===== src/rtl/disp_pkg.sv =====
// Shared display-path types and constants: FSM state encoding, AXI field values, XGA defaults.
// Latency: none (declarations only).
// Backpressure: not applicable.
package disp_pkg;

    typedef enum logic [1:0] {
        ST_IDLE  = 2'd0,
        ST_RUN   = 2'd1,
        ST_DRAIN = 2'd2
    } disp_rd_state_t;

    localparam logic [1:0] AXI_BURST_INCR = 2'b01;
    localparam logic [1:0] AXI_RESP_OKAY  = 2'b00;

    localparam int XGA_H_VISIBLE = 1024;
    localparam int XGA_V_VISIBLE = 768;

endpackage


===== src/rtl/disp_rd_ctrl_gen_if.sv =====
// AXI4 read-address and read-data channel bundle between the frame fetcher and the HP port.
// Latency: none (wires only).
// Backpressure: ARVALID/ARREADY on the address channel, RVALID/RREADY on the data channel.
interface disp_rd_ctrl_gen_if #(
    parameter int ADDR_WIDTH = 32
);
    logic [ADDR_WIDTH-1:0] ARADDR;
    logic [7:0]            ARLEN;
    logic [2:0]            ARSIZE;
    logic [1:0]            ARBURST;
    logic                  ARVALID;
    logic                  ARREADY;
    logic                  RVALID;
    logic                  RLAST;
    logic [1:0]            RRESP;
    logic                  RREADY;

    modport master (
        output ARADDR, ARLEN, ARSIZE, ARBURST, ARVALID, RREADY,
        input  ARREADY, RVALID, RLAST, RRESP
    );

    modport slave (
        input  ARADDR, ARLEN, ARSIZE, ARBURST, ARVALID, RREADY,
        output ARREADY, RVALID, RLAST, RRESP
    );
endinterface


===== src/rtl/sync_rise_det.sv =====
// Three-flop synchroniser for an asynchronous level with a one-cycle rising-edge pulse.
// Latency: input first sampled high at edge k gives rise high after edge k+1.
// Backpressure: none; the pulse is emitted unconditionally.
module sync_rise_det (
    input  logic clk,
    input  logic rst,
    input  logic din,
    output logic rise
);
    // bits [0] and [1] resolve metastability, bit [2] remembers the previous settled level
    logic [2:0] sync_q;

    // shift the asynchronous level through the synchroniser chain
    always_ff @(posedge clk or posedge rst) begin
        if (rst) begin
            sync_q <= '0;
        end else begin
            sync_q <= {sync_q[1:0], din};
        end
    end

    assign rise = sync_q[1] & ~sync_q[2];
endmodule


===== src/rtl/disp_rd_ctrl_gen.sv =====
// Fetches one display frame from VRAM per start request as fixed-size INCR bursts.
// Latency: ARVALID rises 3 cycles after AXI_START is first sampled high (FIFO room permitting).
// Backpressure: AR issue gated by FIFO_READY and an outstanding-burst cap; RREADY follows RVALID.
module disp_rd_ctrl_gen
    import disp_pkg::*;
#(
    parameter int ADDR_WIDTH      = 32,
    parameter int H_VISIBLE       = XGA_H_VISIBLE,
    parameter int V_VISIBLE       = XGA_V_VISIBLE,
    parameter int BYTES_PER_PIXEL = 4,
    parameter int DATA_BYTES      = 8,
    parameter int BURST_LEN       = 16,
    parameter int MAX_OUTSTANDING = 2
) (
    input  logic                  ACLK,
    input  logic                  ARST,
    disp_rd_ctrl_gen_if.master    axi,
    input  logic                  AXI_START,
    input  logic                  DISP_ON,
    input  logic [ADDR_WIDTH-1:0] FRAME_BASE,
    input  logic                  FIFO_READY,
    output logic                  BUSY,
    output logic                  ERR_RESP
);
    localparam int BURST_BYTES = BURST_LEN * DATA_BYTES;
    localparam int FRAME_BYTES = H_VISIBLE * V_VISIBLE * BYTES_PER_PIXEL;
    localparam int N_BURSTS    = FRAME_BYTES / BURST_BYTES;
    localparam int BURST_SHIFT = $clog2(BURST_BYTES);
    localparam int ISSUE_W     = $clog2(N_BURSTS + 1);
    localparam int OUT_W       = $clog2(MAX_OUTSTANDING + 1);

    localparam logic [ISSUE_W-1:0]    N_BURSTS_C = ISSUE_W'(N_BURSTS);
    localparam logic [OUT_W-1:0]      MAX_OUT_C  = OUT_W'(MAX_OUTSTANDING);
    // clears the in-burst offset so every burst is naturally aligned
    localparam logic [ADDR_WIDTH-1:0] BASE_MASK  =
        ~((ADDR_WIDTH'(1) << BURST_SHIFT) - ADDR_WIDTH'(1));

    if ((FRAME_BYTES % BURST_BYTES) != 0) begin : g_err_frame
        $error("frame size is not a whole number of bursts");
    end
    if ((4096 % BURST_BYTES) != 0) begin : g_err_4k
        $error("burst size must divide 4096 so no burst crosses a 4KB boundary");
    end
    if ((DATA_BYTES & (DATA_BYTES - 1)) != 0) begin : g_err_dbytes
        $error("DATA_BYTES must be a power of two");
    end
    if (BURST_LEN < 1 || BURST_LEN > 256) begin : g_err_blen
        $error("BURST_LEN must be 1..256");
    end
    if (MAX_OUTSTANDING < 1 || MAX_OUTSTANDING > 15) begin : g_err_maxout
        $error("MAX_OUTSTANDING must be 1..15");
    end

    disp_rd_state_t        state;
    logic [ADDR_WIDTH-1:0] base_q;
    logic [ADDR_WIDTH-1:0] araddr_q;
    logic                  arvalid_q;
    logic [ISSUE_W-1:0]    issued;
    logic [OUT_W-1:0]      outstanding;
    logic                  err_q;

    logic                  start_rise;
    logic                  start;
    logic                  active;
    logic                  ar_hs;
    logic                  r_beat;
    logic                  burst_done;
    logic                  can_issue;
    logic [ADDR_WIDTH-1:0] next_addr;

    sync_rise_det u_start_sync (
        .clk  (ACLK),
        .rst  (ARST),
        .din  (AXI_START),
        .rise (start_rise)
    );

    assign start      = start_rise & DISP_ON;
    assign active     = (state != ST_IDLE);
    assign ar_hs      = arvalid_q & axi.ARREADY;
    assign r_beat     = axi.RVALID & axi.RREADY;
    assign burst_done = r_beat & axi.RLAST;
    // DISP_ON low blocks issue in the same cycle the FSM heads for DRAIN
    assign can_issue  = (state == ST_RUN) && DISP_ON && !arvalid_q && FIFO_READY &&
                        (outstanding < MAX_OUT_C) && (issued < N_BURSTS_C);
    assign next_addr  = base_q + (ADDR_WIDTH'(issued) << BURST_SHIFT);

    // frame FSM with AR issue, outstanding-burst bookkeeping and sticky error flag
    always_ff @(posedge ACLK or posedge ARST) begin
        if (ARST) begin
            state       <= ST_IDLE;
            base_q      <= '0;
            araddr_q    <= '0;
            arvalid_q   <= 1'b0;
            issued      <= '0;
            outstanding <= '0;
            err_q       <= 1'b0;
        end else begin
            // address stays frozen while ARVALID is up; FIFO_READY only matters before issue
            if (ar_hs) begin
                arvalid_q <= 1'b0;
                issued    <= issued + ISSUE_W'(1);
            end else if (can_issue) begin
                arvalid_q <= 1'b1;
                araddr_q  <= next_addr;
            end

            // a burst accepted and one completed in the same cycle cancel out
            if (active) begin
                if (ar_hs && !burst_done) begin
                    outstanding <= outstanding + OUT_W'(1);
                end else if (!ar_hs && burst_done && outstanding != '0) begin
                    outstanding <= outstanding - OUT_W'(1);
                end
            end

            if (active && r_beat && axi.RRESP != AXI_RESP_OKAY) begin
                err_q <= 1'b1;
            end

            case (state)
                ST_IDLE: begin
                    if (start) begin
                        state       <= ST_RUN;
                        base_q      <= FRAME_BASE & BASE_MASK;
                        issued      <= '0;
                        outstanding <= '0;
                        err_q       <= 1'b0;
                    end
                end
                ST_RUN: begin
                    if (!DISP_ON) begin
                        state <= ST_DRAIN;
                    end else if (issued == N_BURSTS_C && outstanding == '0) begin
                        state <= ST_IDLE;
                    end
                end
                ST_DRAIN: begin
                    if (!arvalid_q && outstanding == '0) begin
                        state <= ST_IDLE;
                    end
                end
                default: state <= ST_IDLE;
            endcase
        end
    end

    assert property (@(posedge ACLK) disable iff (ARST)
        (active && burst_done && !ar_hs) |-> (outstanding != '0))
        else $error("outstanding burst count underflow");

    assert property (@(posedge ACLK) disable iff (ARST)
        outstanding <= MAX_OUT_C)
        else $error("outstanding burst count above limit");

    assign axi.ARADDR  = araddr_q;
    assign axi.ARLEN   = 8'(BURST_LEN - 1);
    assign axi.ARSIZE  = 3'($clog2(DATA_BYTES));
    assign axi.ARBURST = AXI_BURST_INCR;
    assign axi.ARVALID = arvalid_q;
    // stray beats after an abort or reset must never stall the interconnect
    assign axi.RREADY  = axi.RVALID;

    assign BUSY     = active;
    assign ERR_RESP = err_q;
endmodule

===== src/flat_wrapper.sv =====
// flat-port wrapper written by rule: the top's interface ports become plain ports
module disp_rd_ctrl_gen_flat import disp_pkg::*;
#(
    parameter int ADDR_WIDTH      = 32,
    parameter int H_VISIBLE       = XGA_H_VISIBLE,
    parameter int V_VISIBLE       = XGA_V_VISIBLE,
    parameter int BYTES_PER_PIXEL = 4,
    parameter int DATA_BYTES      = 8,
    parameter int BURST_LEN       = 16,
    parameter int MAX_OUTSTANDING = 2
)
  (ACLK, ARST, AXI_START, DISP_ON, FRAME_BASE, FIFO_READY, BUSY, ERR_RESP, axi_ARADDR, axi_ARLEN, axi_ARSIZE, axi_ARBURST, axi_ARVALID, axi_RREADY, axi_ARREADY, axi_RVALID, axi_RLAST, axi_RRESP);
  disp_rd_ctrl_gen_if #(.ADDR_WIDTH(ADDR_WIDTH)) axi_i ();
  input  logic ACLK;
  input  logic ARST;
  input  logic AXI_START;
  input  logic DISP_ON;
  input  logic [ADDR_WIDTH-1:0] FRAME_BASE;
  input  logic FIFO_READY;
  output logic BUSY;
  output logic ERR_RESP;
  output wire logic [$bits(axi_i.ARADDR)-1:0] axi_ARADDR;
  output wire logic [$bits(axi_i.ARLEN)-1:0] axi_ARLEN;
  output wire logic [$bits(axi_i.ARSIZE)-1:0] axi_ARSIZE;
  output wire logic [$bits(axi_i.ARBURST)-1:0] axi_ARBURST;
  output wire logic [$bits(axi_i.ARVALID)-1:0] axi_ARVALID;
  output wire logic [$bits(axi_i.RREADY)-1:0] axi_RREADY;
  input wire logic [$bits(axi_i.ARREADY)-1:0] axi_ARREADY;
  input wire logic [$bits(axi_i.RVALID)-1:0] axi_RVALID;
  input wire logic [$bits(axi_i.RLAST)-1:0] axi_RLAST;
  input wire logic [$bits(axi_i.RRESP)-1:0] axi_RRESP;
  assign axi_ARADDR = axi_i.ARADDR;
  assign axi_ARLEN = axi_i.ARLEN;
  assign axi_ARSIZE = axi_i.ARSIZE;
  assign axi_ARBURST = axi_i.ARBURST;
  assign axi_ARVALID = axi_i.ARVALID;
  assign axi_RREADY = axi_i.RREADY;
  assign axi_i.ARREADY = axi_ARREADY;
  assign axi_i.RVALID = axi_RVALID;
  assign axi_i.RLAST = axi_RLAST;
  assign axi_i.RRESP = axi_RRESP;
  disp_rd_ctrl_gen #(.ADDR_WIDTH(ADDR_WIDTH), .H_VISIBLE(H_VISIBLE), .V_VISIBLE(V_VISIBLE), .BYTES_PER_PIXEL(BYTES_PER_PIXEL), .DATA_BYTES(DATA_BYTES), .BURST_LEN(BURST_LEN), .MAX_OUTSTANDING(MAX_OUTSTANDING)) u_core (.ACLK(ACLK), .ARST(ARST), .axi(axi_i), .AXI_START(AXI_START), .DISP_ON(DISP_ON), .FRAME_BASE(FRAME_BASE), .FIFO_READY(FIFO_READY), .BUSY(BUSY), .ERR_RESP(ERR_RESP));
endmodule

===== config.mk =====
export PLATFORM = sky130hd
export DESIGN_NAME = disp_rd_ctrl_gen_flat
export DESIGN_NICKNAME = d
export VERILOG_FILES = /design/src/rtl/disp_pkg.sv /design/src/rtl/disp_rd_ctrl_gen_if.sv /design/src/rtl/sync_rise_det.sv /design/src/rtl/disp_rd_ctrl_gen.sv /design/src/flat_wrapper.sv
export SDC_FILE = /design/constraint.sdc
export NUM_CORES = 1
export LEC_CHECK = 0
export BUFFER_PORTS_ARGS = -buffer_cell sky130_fd_sc_hd__buf_2
export CAP_MARGIN = 20
export CORE_MARGIN = 4
export CORE_UTILIZATION = 50
export CTS_BUF_LIST = sky130_fd_sc_hd__clkbuf_2
export DETAILED_ROUTE_END_ITERATION = 7
export GPL_TIMING_DRIVEN = 0
export PLACE_DENSITY = 0.78
export SYNTH_ARGS = -nofsm -noshare
export SYNTH_HDL_FRONTEND = slang
export SYNTH_HIERARCHICAL = 1
export SYNTH_SLANG_ARGS = --single-unit

===== constraint.sdc =====
create_clock -name ACLK -period 3.49 [get_ports ACLK]
set_clock_uncertainty 0.2 [all_clocks]
set_input_delay 0.349 -clock ACLK [delete_from_list [all_inputs] [get_ports ACLK]]
set_output_delay 0.349 -clock ACLK [all_outputs]
set_load 0.005 [all_outputs]

Word-level counts from Yosys, hierarchy flattened. Index checks and enable logic that the tools add are counted. W data, S select, Z words.

$add $sub $neg: 4. Multiply operators: 0. Div/mod/pow operators: 0. $lt $le $gt $ge: 2. Eq/ne operators: 6. Shifts and indexed selects: 0. Muxes and demuxes: 18. Bitwise operators: 6. Reductions and logical operators: 24.

Operators with widths (number): $mux W15 (3); $add A32 B22 Y32 (1); $mux W2 (9); $add A15 B1 Y15 const B (1); $eq A15 B15 Y1 const B (1); $lt A15 B15 Y1 const B (1); $logic_and A1 B1 Y1 (12); $reduce_bool A2 Y1 (4); $pmux W2 S3 (1); $mux W1 (5); $and A1 B1 Y1 (4); $logic_not A2 Y1 (2); $ne A2 B1 Y1 const B (2); $reduce_and A2 Y1 (2); $logic_not A1 Y1 (3); $ne A3 B3 Y1 const B (1); $reduce_and A3 Y1 (1); $add A2 B1 Y2 const B (1); $eq A2 B1 Y1 const B (1); $eq A2 B2 Y1 const B (1); $lt A2 B2 Y1 const B (1); $not A1 Y1 (2); $sub A2 B1 Y2 const B (1).

Bits in registers: 81. Bits in latches: 0. Bits in writable memories: 0. Memory bits (read-only): 0. Input bits: 42. Output and inout port bits: 49. Word-level logic and storage cells: 68. Memories kept: 0.

Longest topological paths before layout.
Depth in word-level cells: 9. Gate-level depth with buffers: 9. Depth with buffers taken out: 9.

By module. Netlist, hierarchy kept.

Modules (own cells, without submodules): disp_rd_ctrl_gen (times used 1, cells each 461, area each 4013.8 um^2, sequential area each 1776.7 um^2); sync_rise_det (times used 1, cells each 5, area each 92.6 um^2, sequential area each 75.1 um^2).

Worst setup path before layout. No wires, ideal clock.

Path kind: register to register. Start point: register u_core.issued[0]. End point: register u_core.araddr_q[27] (netlist: u_core/axi.ARADDR[27]). Library setup time: 122 ps. Arrival time: 2122 ps. Required time: 3168 ps. Setup slack: 1046 ps. Cell stages (with the launch flop): 10. Buffers on the path: 0. Clock period less this slack: 2444 ps. Cell sequence: dfrtp_1 -> ha_1 -> fa_1 -> a21oi_1 -> o22ai_1 -> o211ai_1 -> a21boi_2 -> o31ai_1 -> mux2i_1 -> nand2_1.

Word-level cells in the longest chain between the ends: 3. Elaborated cells between the ends (all ways): 4. Those cells by class: add/sub: 1; order compare: 1; reduce/logical: 2.

RTL lines: start: declaration (line disp_rd_ctrl_gen.sv:58) `logic [ISSUE_W-1:0] issued;`; start signal: assignment (line disp_rd_ctrl_gen.sv:102) `issued <= issued + ISSUE_W'(1);`; parallel branches: the longest is 3 deep, another holds $add A32 B22 Y32; end signal: assignment (line disp_rd_ctrl_gen.sv:105) `araddr_q <= next_addr;`; end: declaration (line disp_rd_ctrl_gen.sv:56) `logic [ADDR_WIDTH-1:0] araddr_q;`.

Parallel ways; which one is timed is not known. A chain may end at the register's enable or synchronous reset.

Final worst setup path.
Start point: register u_core.issued[0]. End point: register u_core.araddr_q[29] (netlist: u_core/axi.ARADDR[29]).

The elaborated chain is that of the path after synthesis.

==> reports/qor_table.md <==
| Stage | Item | Value |
| --- | --- | --- |
| synth | Cell type with the largest total area after synthesis | sky130_fd_sc_hd__dfrtp_1 |
| place | Area after detailed placement | 0.00462 mm2 |
| timing | Final Setup Violations | 0 |
| timing | Hold slack | 0.0353 ns |
| place | DP Cell Count | 649 |
| grt | Antenna violations before repair | 0 |
| timing | Unrepaired setup endpoints after global routing | no |
| timing | Final period utilization | 84.3% |
| finish | Final core utilization | 64.1% |
| power | Pwr Density | 506 mW/mm2 |
| die | Core ar. | 0.00785 mm2 |
| routing | Number of remaining DRC errors | 0 |
| grt | Largest net degree at the start of global routing | 72 |
| clock tree | Sinks on the clock net | 74 |
| synth | Syn_area_per_cell | 8.81 um2 |
| timing | Worst slew margin | 42.1% |
| setup path | Critical path cell sequence | ha_1 -> fa_1 -> a21oi_1 -> o22ai_1 -> o21ai_0 -> a21oi_1 -> o31ai_1 -> xor2_1 -> o21ai_0 |
| setup path | Worst endpoint data arrival time | 3.13 ns |
| finish | Fillers | 654 |
| die | Starting Density | 52.3% |
| timing | Final Hold Violating Endpoints | 0 |
| setup path | Number of buffers and inverters on the critical path | 0 |
| clock tree | CTS Hold Bufs | 31 |
| clock tree | Post-CTS resize count | 0 |
| status | Result of the run | complete, no violations |
| routing | Violation count after the first detailed-route iteration | 181 |
| timing | Total negative slack for setup checks | 0 ns |
| setup path | Worst Path Required | 3.68 ns |
| place | Setup slack after placement | 0.648 ns |
| clock tree | TritonCTS clock tree | done |
| die | Die width | 98.6 um |
| synth | Dominant synthesized flop cell | sky130_fd_sc_hd__dfrtp_1 |
| synth | Post-Synthesis Cells | 466 |
| setup path | Worst Path Class, Setup | reg -> reg |
| finish | Fin area | 0.00503 mm2 |
| setup path | Kind of end point of the critical path | flop |
| clock tree | Post CTS Setup Buffer Count | 0 |
| die | Die area | 0.00973 mm2 |
| grt | First-pass GRT wire length | 16300 um |
| place | Total of buffers placed on input and output ports | 63 |
| timing | Count of pins over their slew limit | 0 |
| clock tree | Clock transition at the registers of the reported paths | 0.21 ns |
| timing | Actual slew at the worst max-slew pin | 0.869 ns |
| synth | EDFF count, synth | 0 |
| setup path | Launching element type of the critical path | flop |
| synth | Seq cells post-synth | 74 |
| clock tree | Worst-skew pair later-pin latency | 0.52 ns |
| clock tree | Buffer levels on the longest clock path | 2 |
| synth | Synth area leaders | sky130_fd_sc_hd__dfrtp_1, sky130_fd_sc_hd__nand2_1, sky130_fd_sc_hd__ha_1 |
| finish | Count of placed standard cells in the final layout, fillers left out | 695 |
| die | Std cell rows | 32 |
| grt | Global route total overflow | 0 |
| finish | Layout Area Growth over Synthesis | 22.5% |
| routing | Final routed wirelength across all metal layers | 9960 um |
| routing | Via/cell ratio | 5.12 |
| setup path | Largest delay contributor family on the critical path | compound AO/OA/AOI/OAI gates |
| synth | Synthesis warning total | 6 |
| timing | Max frequency | 0.340 GHz |
| setup path | Maximum fanout along the worst path | 5 |
| timing | Worst Setup Slack, final | 0.549 ns |
| routing | Total via count after detailed routing | 3559 |
| place | Gpl congestion | 0.899 |
| routing | Post-route ant nets | 0 |
| setup path | Cell with the largest stage delay on the worst path | sky130_fd_sc_hd__dfrtp_1 |
| synth | Fraction of synthesized cell area taken by the top area cell type | 45.1% |
| finish | Fraction of layout cells with a size suffix above 1 | 18.9% |
| power | Static leakage | 2.65 nW |
| setup path | Minimum setup slack among reg-to-reg paths | 0.55 ns |
| timing | Minimum clock period | 2.94 ns |
| die | Die height | 98.6 um |
| clock tree | Max H-tree Level | 3 |
| run | Maximum capacitance violations | 0 |
| synth | Post-synthesis async set-or-reset flop share | 100% |
| clock tree | Master cell of the clock root buffer | sky130_fd_sc_hd__clkbuf_2 |
| grt | Gr usage total | 20.8% |
| synth | Synth unique cells | 48 |
| power | Maximum VDD drop | 0.000170 V |
| synth | Portion of the post-synthesis area used by sequential elements | 45.1% |
| clock tree | Total clock buffers created by CTS | 9 |
| finish | Post-layout net count | 650 |
| routing | Count of TritonRoute iterations in the first routing pass | 4 |
| place | Post-DP HPWL | 7100 um |
| power | Power after layout | 2.54 mW |
| finish | Number of diodes | 0 |
| die | I/O Pins | 91 |
| grt | Number of global-route vias before repair | 3472 |
| routing | Final routed wire length divided by cell count | 14.3 um |
| synth | Cell area after synthesis | 0.00411 mm2 |
| min path | Min-delay worst type | in -> async |
| setup path | Highest cell delay on the worst timing path | 0.49 ns |
-- cell type report --
| class | instances | area [um2] | area share (%) |
|---|---|---|---|
| multi-input combinational | 357 | 2040 | 40.6 |
| clock buffer | 11 | 55.1 | 1.09 |
| buffer | 37 | 221 | 4.40 |
| clock inverter | 4 | 43.8 | 0.871 |
| inverter | 16 | 62.6 | 1.24 |
| tap | 102 | 128 | 2.54 |
| sequential | 74 | 1850 | 36.8 |
| timing repair buffer | 94 | 626 | 12.4 |
-- worst register-to-register path, cell delays in order (launching register included) --
cell and delay [ns]:
sky130_fd_sc_hd__dfrtp_1 0.49, sky130_fd_sc_hd__ha_1 0.24, sky130_fd_sc_hd__fa_1 0.40, sky130_fd_sc_hd__a21oi_1 0.22, sky130_fd_sc_hd__o22ai_1 0.18, sky130_fd_sc_hd__o21ai_0 0.32, sky130_fd_sc_hd__a21oi_1 0.16, sky130_fd_sc_hd__o31ai_1 0.29
sky130_fd_sc_hd__xor2_1 0.22, sky130_fd_sc_hd__o21ai_0 0.10
-- power breakdown --
group	internal, mW	switching [mW]	total, mW
registers	1.10	0.191	1.29
logic	0.378	0.419	0.797
clock network	0.163	0.290	0.454
total	1.64	0.901	2.54
-- cells in the mapped netlist, types with 2 or more instances --
cell	instances
sky130_fd_sc_hd__buf_4	21
sky130_fd_sc_hd__mux2i_1	3
sky130_fd_sc_hd__dfrtp_1	74
sky130_fd_sc_hd__o21ai_0	33
sky130_fd_sc_hd__nand4_1	4
sky130_fd_sc_hd__nor3_1	4
sky130_fd_sc_hd__and4_1	2
sky130_fd_sc_hd__o211ai_1	4
sky130_fd_sc_hd__o21a_1	2
sky130_fd_sc_hd__a221o_1	2
sky130_fd_sc_hd__mux2_2	2
sky130_fd_sc_hd__o31ai_1	5
sky130_fd_sc_hd__nand3_1	11
sky130_fd_sc_hd__clkbuf_2	3
sky130_fd_sc_hd__nor2_1	29
sky130_fd_sc_hd__a21o_1	8
sky130_fd_sc_hd__a21oi_1	19
sky130_fd_sc_hd__and2_1	3
sky130_fd_sc_hd__xnor2_1	8
sky130_fd_sc_hd__or3_1	4
sky130_fd_sc_hd__conb_1	2
sky130_fd_sc_hd__o22ai_1	2
sky130_fd_sc_hd__o21ai_1	3
sky130_fd_sc_hd__ha_1	18
sky130_fd_sc_hd__and3_1	8
sky130_fd_sc_hd__nand2_1	117
sky130_fd_sc_hd__nor2b_1	3
sky130_fd_sc_hd__inv_1	16
sky130_fd_sc_hd__a31oi_1	2
sky130_fd_sc_hd__xor2_1	23
sky130_fd_sc_hd__nand2b_1	2
sky130_fd_sc_hd__clkbuf_1	13
-- logic make-up after synthesis --
logic type / Yosys count / share of synthesized area, %
compound gates: 89 / 13.6
other cells: 2 / 0.183
xor+xnor: 31 / 6.61
simple gates: 193 / 20.4
flops: 74 / 45.1
fa+ha+maj: 19 / 5.97
mux: 5 / 1.28
buf+inv: 53 / 6.86
-- path summary, 6_finish.rpt --
path,cells after the start,startpoint,end
min reg2reg,0,u_core/u_start_sync/sync_q[0]$_DFF_PP0_,u_core/u_start_sync/sync_q[1]$_DFF_PP0_
min in group ACLK,5,axi_RLAST,u_core/outstanding[1]$_DFF_PP0_
max in group asynchronous,3,ARST,u_core/base_q[14]$_DFFE_PP0P_
max reg2reg,9,u_core/issued[0]$_DFF_PP0_,u_core/axi.ARADDR[29]$_DFFE_PP0P_
min,3,ARST,u_core/u_start_sync/sync_q[1]$_DFF_PP0_
max,9,u_core/issued[0]$_DFF_PP0_,u_core/axi.ARADDR[29]$_DFFE_PP0P_
-- layout by cell type (no fill, tap or decap), types with 4 or more instances in the layout --
master and count:
sky130_fd_sc_hd__ha_1 18, sky130_fd_sc_hd__conb_1 20, sky130_fd_sc_hd__buf_4 21, sky130_fd_sc_hd__nand4_1 4, sky130_fd_sc_hd__a21oi_1 19, sky130_fd_sc_hd__a21o_1 8, sky130_fd_sc_hd__nand2_1 117, sky130_fd_sc_hd__dfrtp_1 74
sky130_fd_sc_hd__o21ai_0 33, sky130_fd_sc_hd__dlygate4sd3_1 31, sky130_fd_sc_hd__o211ai_1 4, sky130_fd_sc_hd__xnor2_1 8, sky130_fd_sc_hd__buf_2 63, sky130_fd_sc_hd__and3_1 8, sky130_fd_sc_hd__or3_1 4, sky130_fd_sc_hd__o31ai_1 5
sky130_fd_sc_hd__clkbuf_2 14, sky130_fd_sc_hd__nor2_1 29, sky130_fd_sc_hd__clkbuf_1 13, sky130_fd_sc_hd__nor3_1 4, sky130_fd_sc_hd__inv_1 15, sky130_fd_sc_hd__xor2_1 23, sky130_fd_sc_hd__nand3_1 11
-- per-layer routing --
metal  track usage [%]  up-vias  share of wire (%)
met1              26.8     1654                 43
met2              35.2      117                 49
met5                 0        -                  0
li1                  -     1767                  -
met3              2.83       21                6.6
met4              8.72        0                1.8
-- registers in the layout, summed over array words and instances, names as in the netlist --
signal and cells:
u_core/u_start_sync/sync_q 3, u_core/issued 15, u_core/state 2, u_core/axi.ARVALID 1, u_core/ERR_RESP 1, u_core/base_q 25, u_core/outstanding 2, u_core/axi.ARADDR 25
Note: power is estimated with default switching activity, not from simulation.
